<file path="src/rtl/block_output_pkg.sv">
// Shared definitions for the router output stage: default sizes, port
// index constants, FSM state type and the fixed-priority order helper.
package block_output_pkg;

  localparam int DATA_W_DEF     = 8;
  localparam int NUM_IN_DEF     = 5;
  localparam int FIFO_DEPTH_DEF = 4;

  // Input port indices; the same numbering is used for route direction.
  localparam int PORT_N = 0;
  localparam int PORT_E = 1;
  localparam int PORT_S = 2;
  localparam int PORT_W = 3;
  localparam int PORT_L = 4;

  typedef enum logic [0:0] {
    ST_IDLE   = 1'b0,
    ST_LOCKED = 1'b1
  } state_t;

  // Port examined at a given rank of the fixed-priority search:
  // Local first, then N, E, S, W.
  function automatic int prio_port(input int rank);
    int port;
    case (rank)
      0:       port = PORT_L;
      1:       port = PORT_N;
      2:       port = PORT_E;
      3:       port = PORT_S;
      4:       port = PORT_W;
      default: port = PORT_L;
    endcase
    return port;
  endfunction

endpackage

</file>
<file path="src/rtl/block_output_if.sv">
// Bundle of the output-stage signals: upstream request/grant side and
// downstream val/ret side. The output stage uses the slave modport.
interface block_output_if
  import block_output_pkg::*;
#(
  parameter int DATA_W     = DATA_W_DEF,
  parameter int NUM_IN     = NUM_IN_DEF,
  parameter int FIFO_DEPTH = FIFO_DEPTH_DEF
);

  logic [NUM_IN-1:0]          req;
  logic [NUM_IN*DATA_W-1:0]   data_in;
  logic [NUM_IN-1:0]          grant;
  logic                       val_out;
  logic [DATA_W-1:0]          data_out;
  logic                       ret_in;
  logic [$clog2(FIFO_DEPTH):0] count;

  modport master (
    output req, data_in, ret_in,
    input  grant, val_out, data_out, count
  );

  modport slave (
    input  req, data_in, ret_in,
    output grant, val_out, data_out, count
  );

endinterface

</file>
<file path="src/rtl/noc_fifo.sv">
// Small synchronous FIFO used for output (and input) flit buffering.
// Depth must be a power of two so the pointers wrap naturally.
// Push while full and pop while empty are ignored.
module noc_fifo #(
  parameter int DATA_W     = 8,
  parameter int FIFO_DEPTH = 4
) (
  input  logic                        clk,
  input  logic                        rst,
  input  logic                        push,
  input  logic                        pop,
  input  logic [DATA_W-1:0]           din,
  output logic [DATA_W-1:0]           dout,
  output logic                        full,
  output logic                        empty,
  output logic [$clog2(FIFO_DEPTH):0] count
);

  localparam int AW = $clog2(FIFO_DEPTH);
  localparam int CW = AW + 1;

  logic [DATA_W-1:0] mem_r [FIFO_DEPTH];
  logic [AW-1:0]     wr_ptr_r;
  logic [AW-1:0]     rd_ptr_r;
  logic [CW-1:0]     count_r;
  logic              do_push_s;
  logic              do_pop_s;

  assign full      = (count_r == CW'(FIFO_DEPTH));
  assign empty     = (count_r == {CW{1'b0}});
  assign dout      = mem_r[rd_ptr_r];
  assign count     = count_r;
  assign do_push_s = push & ~full;
  assign do_pop_s  = pop & ~empty;

  // Flit storage; cleared on reset so the head reads zero when empty.
  always_ff @(posedge clk or negedge rst) begin
    if (!rst) begin
      for (int i = 0; i < FIFO_DEPTH; i++) begin
        mem_r[i] <= {DATA_W{1'b0}};
      end
    end else if (do_push_s) begin
      mem_r[wr_ptr_r] <= din;
    end
  end

  // Read/write pointers and occupancy; simultaneous push and pop keep count.
  always_ff @(posedge clk or negedge rst) begin
    if (!rst) begin
      wr_ptr_r <= {AW{1'b0}};
      rd_ptr_r <= {AW{1'b0}};
      count_r  <= {CW{1'b0}};
    end else begin
      if (do_push_s) begin
        wr_ptr_r <= wr_ptr_r + AW'(1);
      end
      if (do_pop_s) begin
        rd_ptr_r <= rd_ptr_r + AW'(1);
      end
      case ({do_push_s, do_pop_s})
        2'b10:   count_r <= count_r + CW'(1);
        2'b01:   count_r <= count_r - CW'(1);
        default: count_r <= count_r;
      endcase
    end
  end

endmodule

</file>
<file path="src/rtl/block_output.sv">
// Output stage of one router port. Picks one requesting input, locks the
// port to it for the whole packet, buffers accepted flits in noc_fifo and
// forwards them over val_out/ret_in.
// Build option: RR_ARB_EN selects round-robin arbitration; without it the
// fixed order Local > N > E > S > W is used and no rotation pointer exists.
module block_output
  import block_output_pkg::*;
#(
  parameter int DATA_W     = DATA_W_DEF,
  parameter int NUM_IN     = NUM_IN_DEF,
  parameter int FIFO_DEPTH = FIFO_DEPTH_DEF
) (
  input logic           clk,
  input logic           rst,
  block_output_if.slave bus
);

  localparam int IDX_W = $clog2(NUM_IN);
  localparam int CNT_W = $clog2(FIFO_DEPTH) + 1;
  localparam logic [NUM_IN-1:0] ONE_HOT0 = {{(NUM_IN-1){1'b0}}, 1'b1};

  state_t            state_r;
  logic [IDX_W-1:0]  owner_r;
  logic [NUM_IN-1:0] grant_r;
`ifdef RR_ARB_EN
  logic [IDX_W-1:0]  rr_ptr_r;
`endif

  logic [IDX_W-1:0]  win_s;
  logic [IDX_W-1:0]  cand_s;
  logic              found_s;
  logic              push_s;
  logic              pop_s;
  logic [DATA_W-1:0] push_data_s;
  logic [DATA_W-1:0] head_s;
  logic              full_s;
  logic              empty_s;
  logic [CNT_W-1:0]  count_s;
  logic [CNT_W-1:0]  cnt_next_s;
  logic              full_next_s;

  // Winner search: first requesting input in arbitration order.
  always_comb begin
    win_s   = {IDX_W{1'b0}};
    cand_s  = {IDX_W{1'b0}};
    found_s = 1'b0;
    for (int k = 0; k < NUM_IN; k++) begin
`ifdef RR_ARB_EN
      cand_s = IDX_W'((int'(rr_ptr_r) + k) % NUM_IN);
`else
      cand_s = IDX_W'(prio_port(k));
`endif
      if (!found_s && bus.req[cand_s]) begin
        win_s   = cand_s;
        found_s = 1'b1;
      end else begin
        found_s = found_s;
      end
    end
  end

  // A flit is taken only while granted; full gating is kept as a safety net.
  assign push_s      = (|(grant_r & bus.req)) & ~full_s;
  assign push_data_s = bus.data_in[owner_r*DATA_W +: DATA_W];
  assign pop_s       = ~empty_s & bus.ret_in;

  // Occupancy after this edge, used to decide next cycle's grant.
  always_comb begin
    cnt_next_s = count_s;
    if (push_s && !pop_s) begin
      cnt_next_s = count_s + CNT_W'(1);
    end else if (pop_s && !push_s) begin
      cnt_next_s = count_s - CNT_W'(1);
    end else begin
      cnt_next_s = count_s;
    end
  end

  assign full_next_s = (cnt_next_s == CNT_W'(FIFO_DEPTH));

  // Arbitration/lock FSM. grant is registered and equals
  // onehot(owner) & ~full for the cycle it is presented, so a pop in the
  // same cycle as full never re-opens the grant.
  always_ff @(posedge clk or negedge rst) begin
    if (!rst) begin
      state_r  <= ST_IDLE;
      owner_r  <= {IDX_W{1'b0}};
      grant_r  <= {NUM_IN{1'b0}};
`ifdef RR_ARB_EN
      rr_ptr_r <= {IDX_W{1'b0}};
`endif
    end else begin
      case (state_r)
        ST_IDLE: begin
          if (|bus.req) begin
            owner_r <= win_s;
            state_r <= ST_LOCKED;
            grant_r <= full_next_s ? {NUM_IN{1'b0}} : (ONE_HOT0 << win_s);
          end else begin
            grant_r <= {NUM_IN{1'b0}};
          end
        end
        ST_LOCKED: begin
          if (!bus.req[owner_r]) begin
            state_r  <= ST_IDLE;
            grant_r  <= {NUM_IN{1'b0}};
`ifdef RR_ARB_EN
            rr_ptr_r <= (owner_r == IDX_W'(NUM_IN - 1)) ? {IDX_W{1'b0}}
                                                        : owner_r + IDX_W'(1);
`endif
          end else begin
            grant_r <= full_next_s ? {NUM_IN{1'b0}} : (ONE_HOT0 << owner_r);
          end
        end
        default: begin
          state_r <= ST_IDLE;
          grant_r <= {NUM_IN{1'b0}};
        end
      endcase
    end
  end

  noc_fifo #(
    .DATA_W     (DATA_W),
    .FIFO_DEPTH (FIFO_DEPTH)
  ) u_fifo (
    .clk   (clk),
    .rst   (rst),
    .push  (push_s),
    .pop   (pop_s),
    .din   (push_data_s),
    .dout  (head_s),
    .full  (full_s),
    .empty (empty_s),
    .count (count_s)
  );

  assign bus.grant    = grant_r;
  assign bus.val_out  = ~empty_s;
  assign bus.data_out = head_s;
  assign bus.count    = count_s;

endmodule

</file>
<file path="src/flat_wrapper.sv">
// flat-port wrapper written by rule: the top's interface ports become plain ports
module block_output_flat import block_output_pkg::*;
#(
  parameter int DATA_W     = DATA_W_DEF,
  parameter int NUM_IN     = NUM_IN_DEF,
  parameter int FIFO_DEPTH = FIFO_DEPTH_DEF
)
  (clk, rst, bus_req, bus_data_in, bus_ret_in, bus_grant, bus_val_out, bus_data_out, bus_count);
  block_output_if #(.DATA_W(DATA_W), .NUM_IN(NUM_IN), .FIFO_DEPTH(FIFO_DEPTH)) bus_i ();
  input logic clk;
  input logic rst;
  input wire logic [$bits(bus_i.req)-1:0] bus_req;
  input wire logic [$bits(bus_i.data_in)-1:0] bus_data_in;
  input wire logic [$bits(bus_i.ret_in)-1:0] bus_ret_in;
  output wire logic [$bits(bus_i.grant)-1:0] bus_grant;
  output wire logic [$bits(bus_i.val_out)-1:0] bus_val_out;
  output wire logic [$bits(bus_i.data_out)-1:0] bus_data_out;
  output wire logic [$bits(bus_i.count)-1:0] bus_count;
  assign bus_i.req = bus_req;
  assign bus_i.data_in = bus_data_in;
  assign bus_i.ret_in = bus_ret_in;
  assign bus_grant = bus_i.grant;
  assign bus_val_out = bus_i.val_out;
  assign bus_data_out = bus_i.data_out;
  assign bus_count = bus_i.count;
  block_output #(.DATA_W(DATA_W), .NUM_IN(NUM_IN), .FIFO_DEPTH(FIFO_DEPTH)) u_core (.clk(clk), .rst(rst), .bus(bus_i));
endmodule
</file>
<file path="config.mk">
export PLATFORM = sky130hd
export DESIGN_NAME = block_output_flat
export DESIGN_NICKNAME = d
export VERILOG_FILES = /design/src/rtl/block_output_pkg.sv /design/src/rtl/block_output_if.sv /design/src/rtl/noc_fifo.sv /design/src/rtl/block_output.sv /design/src/flat_wrapper.sv
export SDC_FILE = /design/constraint.sdc
export NUM_CORES = 1
export LEC_CHECK = 0
export ABC_AREA = 0
export CELL_PAD_IN_SITES_DETAIL_PLACEMENT = 1
export CELL_PAD_IN_SITES_GLOBAL_PLACEMENT = 1
export CORE_ASPECT_RATIO = 1.2
export CORE_UTILIZATION = 40
export CTS_BUF_LIST = sky130_fd_sc_hd__clkbuf_8
export CTS_CLUSTER_DIAMETER = 80
export CTS_CLUSTER_SIZE = 24
export DETAILED_ROUTE_END_ITERATION = 6
export PLACE_DENSITY_LB_ADDON = 0.1
export SYNTH_ARGS = -nofsm -noshare
export SYNTH_HDL_FRONTEND = slang
export SYNTH_SLANG_ARGS = --single-unit
</file>
<file path="constraint.sdc">
create_clock -name clk -period 2.5 [get_ports clk]
set_input_delay 0.5 -clock clk [delete_from_list [all_inputs] [get_ports clk]]
set_output_delay 0.5 -clock clk [all_outputs]
set_load 0.005 [all_outputs]
</file>
==> results.yml <==
pwr:
  p_int_mw: 2.60
  power_frac_comb_pct: 52.6
  power_frac_seq_pct: 35.6
  p_leak_nw: 1.39
  power.switching_mw: 1.62
  ir_drop_mv: 0.518
  swShare_pct: 38.4
  power.density_mw_per_mm2: 1230
  p_total_mw: 4.21
  clock_power_share_pct: 11.8
finish:
  drive_above_1_share_pct: 14.6
  nets: 357
  area_growth_pct: 30.1
  final_common_cell: "clkdlybuf4s50_1"
  final_cell_mix: "63 x clkdlybuf4s50_1, 48 x dfrtp_1, 39 x nor2_1, 37 x a21oi_1, 16 x mux4_2"
  multi_input_area_mm2: 0.00126
  fill_cells: 708
  n_antenna_cell: 0
  regArea_mm2: 0.00120
  fin_cells: 387
timing:
  setup_viol: 0
  drv_slew: 0
  clock_skew_ps: 5.41
  hold_violations: 0
  period_share_pct: 93.1
  fmax_mhz: 430
  finalSetupTns_ps: 0
  relSlewSlack_pct: 54.6
  rsz0062_at_grt: "no"
  tightest_slew_ps: 681
  min_period_ps: 2330
routing:
  wire_per_inst_um: 17.1
  drc_errors: 0
  vias: 2064
  drt_wl_total_um: 6610
  viasPerCell: 5.33
  dr.pass1.iters: 4
  dr.first_iter.drc_count: 55
  ant_nets: 0
worst_setup_path:
  cp_max_fo: 6
  crit_start: "u_core.u_fifo.rd_ptr_r[0]"
  cp-end-kind: "output pin"
  cp_top_family: "buffers and inverters"
  critPathRequiredTime_ps: 2000
  crit_slowest_cell: "mux4_2"
  worstSetupStartpointType: "register"
  r2r_setup_slack_ps: 400
  timing.critical_path.cells: "buf_4 > mux4_2 > clkdlybuf4s50_1"
  cp_num_buf_inv: 2
  path_class: "register to output pin"
  arrival_ps: 1830
  slowest_delay_ps: 520
  r2r-start: "u_core.u_fifo.count[0]"
  r2r.worst_path.cells: 6
  reg2reg_to: "u_core.u_fifo.mem_r[12]"
logic_synthesis:
  ys_ff_latch: 48
  synthAdderAreaFrac_pct: 3.80
  syn-cell-area_mm2: 0.00263
  synth-main-ff-cell: "dfrtp_1"
  synth_top_family_by_area: "multiplexers"
  synth-compound-area-share_pct: 14.3
  synth.avg_cell_area_um2: 11.3
  syn_nets: 290
  ys_seq_area_share_pct: 45.6
  yosys.cell_types.count: 36
  async_reset_ff_share_pct: 100
  synthXorXnorAreaFrac_pct: 2.33
  netlist_instances: 234
  synthMuxAreaShare_pct: 15.9
  yosysWarningCount: 0
  synth-simple-area-share_pct: 11.7
  synth_edf_count: 0
global_routing:
  antenna_found_initial: 0
  grt_use_met3_pct: 3.64
  grt_remaining_overflow: 0
  met1_usage_pct: 24.2
  busiest_layer: "met2"
  grt.total_usage_pct: 21.3
  grt_max_degree: 27
  grt_pass1_vias: 2376
  grt_pass1_wl_um: 11400
  use_met2_pct: 40.5
floorplanning:
  num_rows: 32
  core_mm2: 0.00641
  die-area_mm2: 0.00691
  die_w_um: 76.1
  start_util_pct: 41.1
  ioPinCount: 65
  die_h_um: 90.9
cts:
  cts_tree: "done"
  clkSinkCount: 48
  clk_latency_ps: 300
  clkSlewWorstSetupHoldPaths_ps: 90
  htree_num_levels: 2
  clockBufferDepth: 2
  cts_buffers: 5
  cts_setup_buffers: 0
  cts_root_buf: "clkbuf_8"
  hold_buffers: 0
  cts_resized: 0
placed_design:
  dp.cells: 379
  dpl.hpwl_um: 5190
  place_congestion: 0.861
  io_buffers: 64
status:
  status: "finished clean"
hold_path:
  min_path_type: "input port to async pin"
run:
  maxCapViolCount: 0
==> metrics by stage <==
| step | area (um^2) | setup WS (ps) | util (%) | hold slack, ps |
|---|---|---|---|---|
| after global routing | 3420 | 50.1 | 53.5 | 230 |
| final | 3420 | 173 | 53.5 | 187 |
| after detailed placement | 3330 | 57.4 | 51.9 | 518 |
| after floorplan | 2630 | 580 | - | 204 |
| after CTS | 3420 | 155 | 53.5 | 210 |
| after global placement | 3330 | 130 | 51.9 | 505 |
==> sequential cells by signal (all words and copies together), names as in the netlist <==
name	flops
u_core.bus.grant	5
u_core.owner_r	3
u_core.state_r	1
u_core.u_fifo.count	3
u_core.u_fifo.mem_r	32
u_core.u_fifo.rd_ptr_r	2
u_core.u_fifo.wr_ptr_r	2
==> synthesized netlist by cell type, types with 2 or more instances <==
cell type / n / area share [%]
mux2i_1: 2 / 0.76
dfrtp_1: 48 / 46
xor2_1: 2 / 0.67
inv_1: 8 / 1.1
a21oi_1: 37 / 7.0
a22oi_1: 9 / 2.6
xnor2_1: 5 / 1.7
nand2b_1: 2 / 0.48
buf_6: 5 / 2.1
nor2_1: 39 / 5.6
nand2_1: 8 / 1.1
mux4_2: 16 / 14
o32ai_1: 2 / 0.67
a22oi_2: 2 / 0.95
buf_2: 2 / 0.38
buf_8: 3 / 1.7
clkbuf_1: 4 / 0.57
nor3_1: 8 / 1.5
and2_1: 5 / 1.2
ha_1: 8 / 3.8
o21ai_0: 4 / 0.76
==> worst max-delay path by stage <==
stage | slack, ps | endpoint | cells after the start
floorplan | 580 | u_core.u_fifo.count[2] | 8
finish | 170 | bus_data_out[4] | 3
CTS | 160 | bus_data_out[3] | 3
global route | 50 | bus_val_out | 4
global placement | 130 | u_core.u_fifo.count[2] | 9
detailed placement | 60 | u_core.u_fifo.mem_r[26] | 6
==> logic make-up (layout without fill, tap and decap cells) <==
kind of cell | after synthesis | after routing
adders and majority gates | 8 | 8
xor gates and xnor gates | 7 | 7
muxes | 20 | 20
and+or+nand+nor | 68 | 68
AOI/OAI and AO/OA | 59 | 59
buffers and inverters | 24 | 92
DFF | 48 | 48
==> power by group through the flow <==
stage | Clock (mW) | Combinational (mW) | Sequential (mW)
finish | 0.497 | 2.22 | 1.50
global route | 0.539 | 2.44 | 1.58
CTS | 0.509 | 2.26 | 1.51
detailed placement | 0 | 2.24 | 1.52
global placement | 0 | 2.15 | 1.52
floorplan | 0 | 1.57 | 1.34
==> cell type report <==
type                       count  area share [%]
clock buffer                   6            2.41
clock inverter                 2           0.438
inverter                       8           0.877
multi-input combinational    162            36.9
sequential                    48            35.1
tap                           85            3.11
timing repair buffer          76            21.2
==> metal layers <==
layer	vias to the layer above	part of all wire (%)
met3	7	4.7
met1	1020	39
met2	66	54
met5	-	0
met4	0	1.4
li1	971	-
Note: power is estimated with default switching activity, not from simulation.
==> edit (same settings) <==
`NUM_IN_DEF`: 5 -> 6.
--- a/src/rtl/block_output_pkg.sv
+++ b/src/rtl/block_output_pkg.sv
@@ -5,3 +5,3 @@
   localparam int DATA_W_DEF     = 8;
-  localparam int NUM_IN_DEF     = 5;
+  localparam int NUM_IN_DEF     = 6;
   localparam int FIFO_DEPTH_DEF = 4;
Ports: changed (resized bus_data_in, bus_grant and bus_req); port bits go from 65 to 75. No check against the original RTL was run, so the function may have changed too.
==> edit against the unedited design <==
  * Routed wire length is 19% higher
  * Non-clock buffer count is 19 higher
  * Sequential share of layout area is 3.5 points lower
  * Power is 0.92% lower
  * Sequential cell count is 1 higher
  * Worst setup slack worse by 0.060 ns
  * Clock skew is 0.0070 ns higher
  * Design area is 13% higher
  * Synthesized area is 9.1% higher
  * Via count is 14% higher
  * First-iteration DRC count is 18% higher
  * Largest cell class unchanged
  * Largest power group unchanged
==> edit: results (changes against the unedited design) <==
Parameter                              Value

Outcome
  Result of the run ... complete, no violations (unchanged)

Final layout
  Fraction of final layout cells sized beyond drive strength 1 ... 17.6% (was 14.6%)
  NumNets Final ... 416 (was 357)
  Final standard cell count with taps included and fillers excluded ... 439 (was 387)
  Flip-flop count of the largest register after layout ... 32 (unchanged)

Placement
  Total of buffers placed on input and output ports ... 74 (was 64)
  GPL Wtd Cong ... 0.777 (was 0.861)
  Dpl cell area ... 3780 sq um (was 3330 sq um)
  Placed wire-length estimate after detailed placement ... 6.13 mm (was 5.19 mm)
  Cells after DPL ... 431 (was 379)

Timing
  Worst slew margin relative to its limit ... 58.3% (was 54.6%)
  Post-Route Skew ... 0.0124 ns (was 0.00541 ns)

Synthesis
  Avg Inst Size Synth ... 10.8 sq um (was 11.3 sq um)
  Area share of fa/ha/maj cells after synthesis ... 3.48% (was 3.80%)
  Top cells by area in the synthesized netlist ... dfrtp_1 43%, mux4_2 13%, o21ai_0 6.8% (was dfrtp_1 46%, mux4_2 14%, a21oi_1 7.0%)
  Compound-cell area share of the yosys netlist ... 18.2% (was 14.3%)
  Mux contribution to synthesized area ... 17.2% (was 15.9%)
  Mapped Nets ... 330 (was 290)
  Synth Area in XOR/XNOR ... 1.83% (was 2.33%)
  Proportion of synthesized chip area in sequential cells ... 42.7% (was 45.6%)
  Synth top cells by count ... 49 x dfrtp_1, 40 x nand2_1, 39 x o21ai_0 (was 48 x dfrtp_1, 39 x nor2_1, 37 x a21oi_1)
  Number of different library cells in the post-synthesis netlist ... 42 (was 36)

Power
  Worst VDD drop ... 0.542 mV (was 0.518 mV)

GRT
  Pin count of the biggest net entering global routing ... 50 (was 27)
  Overall global routing resource usage ... 22.5% (was 21.3%)
  Wire length of the first global-routing pass ... 12.7 mm (was 11.4 mm)
  Number of global-route vias before repair ... 2566 (was 2376)

Drt
  Remaining number of nets flagged by the antenna check after routing ... 0 (unchanged)
  Violation count after the first detailed-routing iteration ... 65 (was 55)
  Final WL ... 7.86 mm (was 6.61 mm)
  Via-per-instance ratio ... 5.36 (was 5.33)

Clocking
  Total CTS buffers ... 5 (unchanged)
  Root Driver ... clkbuf_8 (unchanged)
  Number of buffers on the longest clock path ... 2 (unchanged)

Critical path
  WP data arrival ... 1.89 ns (was 1.83 ns)
-- edit: power breakdown --
part | switching, mW | leakage [nW] | total [mW] | internal, mW
logic | 1.08 | 0.926 | 2.24 | 1.17
clock network | 0.272 | 0.0512 | 0.496 | 0.225
registers | 0.318 | 0.625 | 1.43 | 1.12
-- edit: per-stage QoR --
step | util [%] | TNS [ns] | total power [mW] | worst slack (ns) | hold slack, ns
6_report | 56.3 | 0 | 4.17 | 0.113 | 0.285
5_1_grt | 56.3 | 0 | 4.50 | 0.0493 | 0.330
4_1_cts | 56.3 | 0 | 4.23 | 0.0748 | 0.303
3_5_place_dp | 54.9 | -0.0114 | 3.71 | -0.0114 | 0.467
3_3_place_gp | 54.9 | 0 | 3.62 | 0.0543 | 0.458
2_1_floorplan | - | 0 | 2.82 | 0.397 | 0.204
-- edit: final timing paths --
path,to,slack [ns],cells past startpoint
worst max-delay path,bus_data_out[3],0.11,3
worst min-delay path,u_core.u_fifo.mem_r[4],0.29,2
worst max register to register,u_core.u_fifo.count[2],0.36,8
worst min register to register,u_core.u_fifo.mem_r[27],0.48,2
max in group asynchronous,u_core.u_fifo.mem_r[30],1.79,2
min in group clk,u_core.u_fifo.mem_r[27],0.48,2
-- edit: final cells by class --
class                      instances  area (sq um)
fill                             765          3020
multi-input combinational        190          1520
sequential                        49          1230
timing repair buffer              95           893
tap                               87           109
clock buffer                       6          82.6
inverter                          10          37.5
clock inverter                     2          13.8
-- edit: per-layer routing --
layer	track usage (%)	vias to the layer above	routed length, microns
li1	-	1131	-
met1	26.8	1174	3300
met2	42.1	42	4250
met3	3.09	7	197
met4	5.76	0	108
met5	0	-	0
-- edit: worst max-delay path, cell delays in order (launching register included) --
cell and delay, ns:
dfrtp_1 0.34, buf_4 0.23, mux4_2 0.55, clkdlybuf4s50_1 0.46
